**src/rtl/fwd_pkg.sv**
```systemverilog
// Shared types for the operand-forwarding / long-latency scoreboard slice.
// Latency: n/a (types, constants and a helper only).
// Backpressure: n/a.
package fwd_pkg;

    // Operand source chosen by each forwarding port, in priority order after x0.
    typedef enum logic [2:0] {
        SEL_RF    = 3'd0,
        SEL_DONE  = 3'd1,
        SEL_EXMEM = 3'd2,
        SEL_MEMWB = 3'd3,
        SEL_WBID  = 3'd4
    } fwd_sel_e;

    // Long-latency unit that owns an in-flight destination register.
    typedef enum logic [1:0] {
        NONE = 2'd0,
        DIV  = 2'd1,
        MUL  = 2'd2,
        LOAD = 2'd3
    } unit_e;

    // One scoreboard slot per architectural register.
    typedef struct packed {
        logic  pending;
        unit_e unit;
    } sb_entry_t;

    localparam int PERF_W = 32;

    // Saturating increment used by the event counters.
    function automatic logic [PERF_W-1:0] sat_inc(input logic [PERF_W-1:0] v,
                                                  input logic              en);
        return (en && (v != '1)) ? v + 1'b1 : v;
    endfunction

endpackage

```
**src/rtl/fwd_operand_mux.sv**
```systemverilog
// Selects one ALU source operand from regfile, completion bus or a pipeline write-back stage.
// Latency: purely combinational, zero cycles.
// Backpressure: none; stalls are decided by the parent from the same inputs.
module fwd_operand_mux
    import fwd_pkg::*;
#(
    parameter int XLEN   = 32,
    parameter int REG_AW = 5
) (
    input  logic [REG_AW-1:0] rs_i,
    input  logic [XLEN-1:0]   rf_data_i,
    input  logic              done_valid_i,
    input  logic [REG_AW-1:0] done_rd_i,
    input  logic [XLEN-1:0]   done_data_i,
    input  logic              exmem_we_i,
    input  logic              exmem_memread_i,
    input  logic [REG_AW-1:0] exmem_rd_i,
    input  logic [XLEN-1:0]   exmem_data_i,
    input  logic              exmem_csr_rd_i,
    input  logic [XLEN-1:0]   exmem_csr_i,
    input  logic              memwb_we_i,
    input  logic [REG_AW-1:0] memwb_rd_i,
    input  logic [XLEN-1:0]   memwb_data_i,
    input  logic              wbid_we_i,
    input  logic [REG_AW-1:0] wbid_rd_i,
    input  logic [XLEN-1:0]   wbid_data_i,
    output logic [XLEN-1:0]   data_o,
    output fwd_sel_e          sel_o
);

    // Priority select: x0 never forwards; the completion bus is the newest value for a
    // long-latency destination; a load still in EX-MEM has no data yet and falls through.
    always_comb begin
        sel_o = SEL_RF;
        if (rs_i == '0) begin
            sel_o = SEL_RF;
        end else if (done_valid_i && (done_rd_i == rs_i)) begin
            sel_o = SEL_DONE;
        end else if (exmem_we_i && !exmem_memread_i && (exmem_rd_i == rs_i)) begin
            sel_o = SEL_EXMEM;
        end else if (memwb_we_i && (memwb_rd_i == rs_i)) begin
            sel_o = SEL_MEMWB;
        end else if (wbid_we_i && (wbid_rd_i == rs_i)) begin
            sel_o = SEL_WBID;
        end
    end

    // Data mux driven by the select; a CSR read in EX-MEM carries its value on the CSR path.
    always_comb begin
        data_o = rf_data_i;
        case (sel_o)
            SEL_DONE:  data_o = done_data_i;
            SEL_EXMEM: data_o = exmem_csr_rd_i ? exmem_csr_i : exmem_data_i;
            SEL_MEMWB: data_o = memwb_data_i;
            SEL_WBID:  data_o = wbid_data_i;
            default:   data_o = rf_data_i;
        endcase
    end

endmodule

```
**src/rtl/fwd_scoreboard.sv**
```systemverilog
// EX-stage operand forwarding plus a scoreboard of in-flight div/mul/load writes (FWD_PERF_EN adds perf counters).
// Latency: operands and stall are combinational; scoreboard updates are visible one cycle after issue/done.
// Backpressure: stall_o holds ID/EX for pending-source, load-use and WAW hazards; issue is only recorded when not stalled.
module fwd_scoreboard
    import fwd_pkg::*;
#(
    parameter int XLEN   = 32,
    parameter int NSRC   = 2,
    parameter int REG_AW = 5
) (
    input  logic                        clk,
    input  logic                        rst_n,
    input  logic [NSRC-1:0][REG_AW-1:0] rs_i,
    input  logic [NSRC-1:0][XLEN-1:0]   rf_data_i,
    input  logic                        exmem_we_i,
    input  logic [REG_AW-1:0]           exmem_rd_i,
    input  logic                        exmem_memread_i,
    input  logic [XLEN-1:0]             exmem_data_i,
    input  logic                        exmem_csr_rd_i,
    input  logic [XLEN-1:0]             exmem_csr_i,
    input  logic                        memwb_we_i,
    input  logic [REG_AW-1:0]           memwb_rd_i,
    input  logic [XLEN-1:0]             memwb_data_i,
    input  logic                        wbid_we_i,
    input  logic [REG_AW-1:0]           wbid_rd_i,
    input  logic [XLEN-1:0]             wbid_data_i,
    input  logic                        issue_valid_i,
    input  unit_e                       issue_unit_i,
    input  logic [REG_AW-1:0]           issue_rd_i,
    input  logic                        done_valid_i,
    input  logic [REG_AW-1:0]           done_rd_i,
    input  logic [XLEN-1:0]             done_data_i,
    input  logic                        alusrc_i,
    input  logic [XLEN-1:0]             imm_i,
    output logic [NSRC-1:0][XLEN-1:0]   fw_data_o,
    output logic [XLEN-1:0]             op_b_o,
    output logic                        stall_o,
    output logic [(2**REG_AW)-1:0]      pending_o
`ifdef FWD_PERF_EN
    ,
    output logic [PERF_W-1:0]           perf_stall_o,
    output logic [PERF_W-1:0]           perf_fwd_o
`endif
);

    localparam int NREGS = 2 ** REG_AW;

    sb_entry_t [NREGS-1:0] sb_q;
    logic [NREGS-1:0]      pending_vec;
    logic [NREGS-1:0]      set_mask;
    logic [NREGS-1:0]      clr_mask;
    logic                  set_en;
    fwd_sel_e [NSRC-1:0]   port_sel;

    // One priority mux per source port.
    for (genvar g = 0; g < NSRC; g++) begin : g_port
        fwd_operand_mux #(
            .XLEN   (XLEN),
            .REG_AW (REG_AW)
        ) u_mux (
            .rs_i            (rs_i[g]),
            .rf_data_i       (rf_data_i[g]),
            .done_valid_i    (done_valid_i),
            .done_rd_i       (done_rd_i),
            .done_data_i     (done_data_i),
            .exmem_we_i      (exmem_we_i),
            .exmem_memread_i (exmem_memread_i),
            .exmem_rd_i      (exmem_rd_i),
            .exmem_data_i    (exmem_data_i),
            .exmem_csr_rd_i  (exmem_csr_rd_i),
            .exmem_csr_i     (exmem_csr_i),
            .memwb_we_i      (memwb_we_i),
            .memwb_rd_i      (memwb_rd_i),
            .memwb_data_i    (memwb_data_i),
            .wbid_we_i       (wbid_we_i),
            .wbid_rd_i       (wbid_rd_i),
            .wbid_data_i     (wbid_data_i),
            .data_o          (fw_data_o[g]),
            .sel_o           (port_sel[g])
        );
    end

    // Port 1 feeds the ALU B input, which may take the immediate instead.
    assign op_b_o = alusrc_i ? imm_i : fw_data_o[1];

    // Flatten the pending bits out of the scoreboard entries.
    always_comb begin
        pending_vec = '0;
        for (int r = 0; r < NREGS; r++) begin
            pending_vec[r] = sb_q[r].pending;
        end
    end

    assign pending_o = pending_vec;

    // Hazard detection: a result arriving on the completion bus this cycle resolves both
    // the source and the WAW hazard because it is bypassed / cleared in the same cycle.
    always_comb begin
        stall_o = 1'b0;
        for (int p = 0; p < NSRC; p++) begin
            if (rs_i[p] != '0) begin
                if (pending_vec[rs_i[p]] && !(done_valid_i && (done_rd_i == rs_i[p]))) begin
                    stall_o = 1'b1;
                end
                if (exmem_memread_i && exmem_we_i && (exmem_rd_i == rs_i[p])) begin
                    stall_o = 1'b1;
                end
            end
        end
        if (issue_valid_i && pending_vec[issue_rd_i]
            && !(done_valid_i && (done_rd_i == issue_rd_i))) begin
            stall_o = 1'b1;
        end
    end

    assign set_en = issue_valid_i && !stall_o && (issue_rd_i != '0);

    // One-hot set/clear requests; a completion only clears a register that is still pending,
    // so a late result after reset (or a stray one) leaves the scoreboard untouched.
    always_comb begin
        set_mask = '0;
        clr_mask = '0;
        if (set_en) begin
            set_mask[issue_rd_i] = 1'b1;
        end
        if (done_valid_i && pending_vec[done_rd_i]) begin
            clr_mask[done_rd_i] = 1'b1;
        end
    end

    // Scoreboard flops; on a same-register set and clear the younger issue wins.
    always_ff @(posedge clk or negedge rst_n) begin
        if (!rst_n) begin
            sb_q <= '0;
        end else begin
            for (int r = 0; r < NREGS; r++) begin
                if (set_mask[r]) begin
                    sb_q[r] <= '{pending: 1'b1, unit: issue_unit_i};
                end else if (clr_mask[r]) begin
                    sb_q[r] <= '{pending: 1'b0, unit: NONE};
                end
            end
        end
    end

    // Unit tags are held for debug visibility; nothing in this block consumes them yet.
    logic sb_tags_unused;
    assign sb_tags_unused = ^sb_q;

`ifdef FWD_PERF_EN
    logic any_fwd;

    // A cycle counts as forwarding when any port takes something other than the regfile.
    always_comb begin
        any_fwd = 1'b0;
        for (int p = 0; p < NSRC; p++) begin
            if (port_sel[p] != SEL_RF) begin
                any_fwd = 1'b1;
            end
        end
    end

    // Saturating stall and forwarding event counters.
    always_ff @(posedge clk or negedge rst_n) begin
        if (!rst_n) begin
            perf_stall_o <= '0;
            perf_fwd_o   <= '0;
        end else begin
            perf_stall_o <= sat_inc(perf_stall_o, stall_o);
            perf_fwd_o   <= sat_inc(perf_fwd_o, any_fwd);
        end
    end
`else
    logic sel_unused;
    assign sel_unused = ^port_sel;
`endif

endmodule

```
**config.mk**
```make
export PLATFORM = sky130hd
export DESIGN_NAME = fwd_scoreboard
export DESIGN_NICKNAME = d
export VERILOG_FILES = /design/src/rtl/fwd_pkg.sv /design/src/rtl/fwd_operand_mux.sv /design/src/rtl/fwd_scoreboard.sv
export SDC_FILE = /design/constraint.sdc
export NUM_CORES = 1
export LEC_CHECK = 0
export ABC_CLOCK_PERIOD_IN_PS = 6200
export BUFFER_PORTS_ARGS = -buffer_cell sky130_fd_sc_hd__clkbuf_2
export CAP_MARGIN = 10
export CORE_AREA = 3 3 167 169
export DETAILED_ROUTE_END_ITERATION = 12
export DIE_AREA = 0 0 170 172
export PLACE_DENSITY = 0.6
export SYNTH_ARGS = -nofsm -noshare
export SYNTH_HDL_FRONTEND = slang
export SYNTH_SLANG_ARGS = --single-unit
```
**constraint.sdc**
```tcl
create_clock -name clk -period 6.2 [get_ports clk]
set_clock_uncertainty 0.05 [all_clocks]
set_input_delay 0.31 -clock clk [delete_from_list [all_inputs] [get_ports clk]]
set_output_delay 0.31 -clock clk [all_outputs]
set_load 0.01 [all_outputs]
```
== Word level (Yosys, flattened, before mapping) ==
Index checks and enable logic that the tools add are counted.

* Flip-flop bits (word level): 32
* Logic and storage cells: 218
* Input port bits: 303

* Reduce and logical (&&, ||, !) cells: 64
* Eq/ne operators: 17
* $lt $le $gt $ge: 6
* Muxes and demuxes: 99

{| class="wikitable"
|+ Operators with widths
! cell !! number
|-
| 32-bit one-hot mux with 4 select lines || 2
|-
| 3-bit 2-to-1 mux || 74
|-
| 32-bit 2-to-1 mux || 4
|-
| 2-bit nonzero test || 32
|-
| 5-bit == test || 9
|-
| 5-bit by 6-bit < comparator with 1-bit output (second input constant) || 4
|-
| 1-bit logical AND || 22
|-
| 1-bit binary-select mux with 5-bit select || 4
|-
| 5-bit nonzero test || 3
|-
| 1-bit 2-to-1 mux || 13
|-
| 3-bit by 2-bit == test with 1-bit output (second input constant) || 4
|-
| 1-bit demux with 5-bit select || 2
|-
| 5-bit by 1-bit greater-or-equal comparator with 1-bit output (second input constant) || 2
|-
| 5-bit zero test || 2
|-
| 3-bit by 1-bit == test with 1-bit output (second input constant) || 2
|-
| 3-bit == test (second input constant) || 2
|-
| 1-bit zero test || 5
|}

== Depth between registers and ports, before layout ==
* Word-level depth: 16
* Depth in mapped cells: 11
* Gate-level depth less buffers: 7

== Hierarchy ==
Synthesis repeated with hierarchy kept, for this count alone.

* Cells, all modules: 985
* Area total of the unflattened synthesis: 7,719.9 um2

{| class="wikitable"
|+ By module, submodules not included
! module !! instances !! cells an instance !! area an instance (um2)
|-
| fwd_operand_mux || 2 || 301 || 2,044.5
|-
| fwd_scoreboard || 1 || 383 || 3,631.0
|}

== Least setup slack after synthesis ==
Ideal clock, no wire load.

* Path kind: input to output
* Start point: input port rs_i[6] (netlist bit)
* End point: output port op_b_o[4]
* Setup slack: 3.377 ns
* Stages: 10
* Arrival: 2.463 ns
* Data required time: 5.840 ns
* Cells stage by stage: buf_2 > buf_2 > or4_1 > nor2_1 > a21oi_1 > nand4bb_1 > clkbuf_1 > o21ai_0 > a211oi_1 > o31ai_1

* Longest elaborated chain between the ends: 10
* Elaborated cells on any way between the ends: 20
* Classes of those cells: eq/ne: 8; mux: 7; reduce/logical: 5

{| class="wikitable"
|+ RTL lines
! item !! RTL line !! text
|-
| start, declared || fwd_scoreboard.sv:13 || <nowiki>input logic [NSRC-1:0][REG_AW-1:0] rs_i,</nowiki>
|-
| 5-bit == test || fwd_operand_mux.sv:43 || <nowiki>end else if (wbid_we_i && (wbid_rd_i == rs_i)) begin</nowiki>
|-
| 1-bit logical AND || fwd_operand_mux.sv:43 ||
|-
| 3-bit 2-to-1 mux || fwd_operand_mux.sv:43 ||
|-
| 3-bit 2-to-1 mux || fwd_operand_mux.sv:41 || <nowiki>end else if (memwb_we_i && (memwb_rd_i == rs_i)) begin</nowiki>
|-
| 3-bit 2-to-1 mux || fwd_operand_mux.sv:39 || <nowiki>end else if (exmem_we_i && !exmem_memread_i && (exmem_rd_i == rs_i)) begin</nowiki>
|-
| 3-bit 2-to-1 mux || fwd_operand_mux.sv:37 || <nowiki>end else if (done_valid_i && (done_rd_i == rs_i)) begin</nowiki>
|-
| 3-bit 2-to-1 mux * || fwd_operand_mux.sv:35 || <nowiki>if (rs_i == '0) begin</nowiki>
|-
| 3-bit == test, or another cell as far along || fwd_operand_mux.sv:51 || <nowiki>case (sel_o)</nowiki>
|-
| 32-bit one-hot mux with 4 select lines * || fwd_operand_mux.sv:51 ||
|-
| 32-bit 2-to-1 mux * || fwd_scoreboard.sv:84 || <nowiki>assign op_b_o = alusrc_i ? imm_i : fw_data_o[1];</nowiki>
|-
| end, declared || fwd_scoreboard.sv:36 || <nowiki>output logic [XLEN-1:0] op_b_o,</nowiki>
|}

Every way passes the cells marked *; elsewhere a longest branch is shown, timed or not.

== Worst setup path in the final report ==
* Start point: input port rs_i[7] (netlist bit)
* End point: output port op_b_o[2]

The elaborated chain is that of the path after synthesis.

==> results.cfg <==
[synthesis]
ys_top_cells_by_area = dfrtp_1 (13%), mux4_2 (7.1%), mux2_2 (6.7%)
synth_top_area_share_pct = 13.33
synth.distinct_cells = 57
synthFlopType = dfrtp_1
avgSynthCellArea_um2 = 7.265
syn_inst = 827
yosysTopAreaCell = dfrtp_1
synth-edff-count = 0
synth_warnings = 0
ys_seq_area_share_pct = 13.33
async_reset_ff_share_pct = 100.0
synthTopCellsByCount = nand2_1 (106), nor2_1 (76), o21ai_0 (70)
synth_fp_nets = 1130
yosysMostFrequentCell = nand2_1
yosys_register_bits = 32
syn_area_mm2 = 0.006008

[place]
gp_congestion = 0.9616
placedInstanceArea_mm2 = 0.008377
port_buffers = 429
dp_slack_ps = 1899
dp_hpwl_um = 28990

[cts]
ctsHoldBuffers = 0
cts-buffers-inserted = 5
htree_num_levels = 2
clock_sinks = 32
cts_resized = 0
clk_latency_ps = 280
clk_path_buf_depth = 2
cts_root_buf = clkbuf_16
post_cts_buffers = 0
cts_tree = done
path_clk_slew_ps = 50

[routing]
dr_wl_met2_um = 17320
dr.first_iter.drc_count = 1215
top_layer = met5
wirelength_um = 36670
vias = 8662
via_per_inst = 5.621
drt-pass1-iter-count = 7
met1_length_um = 14270
ant_nets = 0
wl_per_cell_um = 23.80
wl_met3_um = 4061
drcViolationCount = 0

[timing]
setup_slack_ps = 1795
rsz0062_at_grt = no
relSlewSlack_pct = 18.64
layout_min_cycle_time_ps = 4405
slew_viol_final = 0
fmax_mhz = 227.0
worst_pin_slew_ps = 1218
setup_viol = 0
finalSetupTns_ps = 0
finalHoldViolCount = 0
finalCritPeriodShare_pct = 71.05

[flow_run]
cap_viol_max_count = 0

[final_layout]
final_area_mm2 = 0.008538
area_delta_synth_final_pct = 42.11
largest_register_ff_count = 32
drive_gt1_share_pct = 43.72
nNetsFinal = 1496

[die]
die_w_um = 170
core-area_mm2 = 0.02673
die-area_mm2 = 0.02924
die_h_um = 172
start_util_pct = 22.48
ioPinCount = 432
rows = 60

[setup_path]
path_class = in -> out
slowest_delay_ps = 970
critPathRequiredTime_ps = 5840
ff2ff_setup_slack_ps = 2940
crit_cells = 9
endpoint_kind = output port
worst-path-max-fanout = 31
reg2reg_depth = 7
critical_path_arrival_ps = 4040
worst-path-buf-inv = 2
r2r_end = pending_o[27]$_DFFE_PN0P_
crit_chain = clkbuf_2 > xor2_1 > nor3_1 > and4b_1 > nor2_1 > a21oi_4 > nor2_1 > o31ai_1 > clkbuf_2
timing.rr.start = pending_o[21]$_DFFE_PN0P_
critPathTopFamily = simple AND/OR/NAND/NOR gates
crit_slowest_cell = and4b_1
cp-start-kind = input port

[global_routing]
grt_pass1_vias = 8099
overflow = 0
grt_pass1_wl_um = 51070
grt_usage_pct = 22.94
grt_antenna_before_repair = 11
grt_start_max_net_pins = 65

[power]
ir_drop_mv = 0.1521
power_leakage_uw = 0.004179
total_power_uw = 1343
power_density_mw_per_mm2 = 157.3

[min_path]
hold_path.class = in -> async

[outcome]
outcome = finished, final reports clean
[how the worst max path moves through the flow]
stage             from        end  slack (ps)
2_1_floorplan  rs_i[6]  op_b_o[4]        3380
3_3_place_gp   rs_i[7]  op_b_o[2]        1910
3_5_place_dp   rs_i[7]  op_b_o[2]        1900
4_1_cts        rs_i[7]  op_b_o[2]        1880
5_1_grt        rs_i[7]  op_b_o[2]        1600
6_report       rs_i[7]  op_b_o[2]        1800
[power breakdown]
group	internal [uW]	switching (uW)
clock network	160	87.4
logic	332	403
registers	258	103
total	750	593
[area by class of cell]
class,count,area [um2]
flip-flops and latches,32,800.8
fillers,2963,18190
repair buffers,439,2222
diodes,6,15.01
well taps,341,426.7
multi-input cells,677,4785
inverters,38,142.6
clock buffers,8,146.4
[kinds of logic after synthesis]
| logic type | after synthesis | synth area share, % |
|---|---|---|
| muxes | 80 | 18.85 |
| DFF | 32 | 13.33 |
| AOI/OAI and AO/OA | 259 | 30.30 |
| and+or+nand+nor | 293 | 22.93 |
| buffers and inverters | 118 | 8.038 |
| xor gates and xnor gates | 45 | 6.560 |
[worst register-to-register path: stages, from the launching register on]
cell	delay [ps]
dfrtp_1	460
mux4_1	540
mux4_2	460
nand2b_4	140
o311a_1	110
a311oi_2	420
nand4_2	560
o21ai_0	400
[metal layers]
metal / track usage [%] / vias up
met3: 6.173 / 68
met1: 29.36 / 4147
li1: - / 3871
met4: 6.173 / 10
met5: 0 / -
met2: 38.36 / 566
[cells in the final DEF, fill, tap and decap left out, types with 3 or more instances in the layout]
master     count
a211oi_1      33
a21oi_1        7
a21oi_4        3
a222oi_1      32
a32oi_1       33
and3_1         5
buf_4         10
clkbuf_16      5
clkbuf_2     429
dfrtp_1       32
diode_2        6
inv_1         38
mux2_2        36
mux2i_1       22
mux4_1         3
mux4_2        19
nand2_1      106
nand2b_1       5
nand3_1       47
nand3b_1       7
nand4_1        3
nand4b_1       3
nor2_1        75
nor2b_1        8
nor3_1         5
nor4_1         7
o21ai_0       70
o21ai_1       24
o21ai_2        5
o22ai_1        4
o31ai_1       31
or3_1          4
or3b_2         3
xnor2_1        9
xor2_1        36
[metrics by stage]
step | util (%) | std cells | hold WS, ps
6_report | 31.95 | 1541 | 62.75
3_3_place_gp | 31.34 | 1527 | 361.8
5_1_grt | 31.94 | 1540 | 150.4
3_5_place_dp | 31.34 | 1527 | 377.8
2_1_floorplan | - | 827 | -35.59
4_1_cts | 31.89 | 1535 | 86.30
Power figures use the tool's default switching activity.
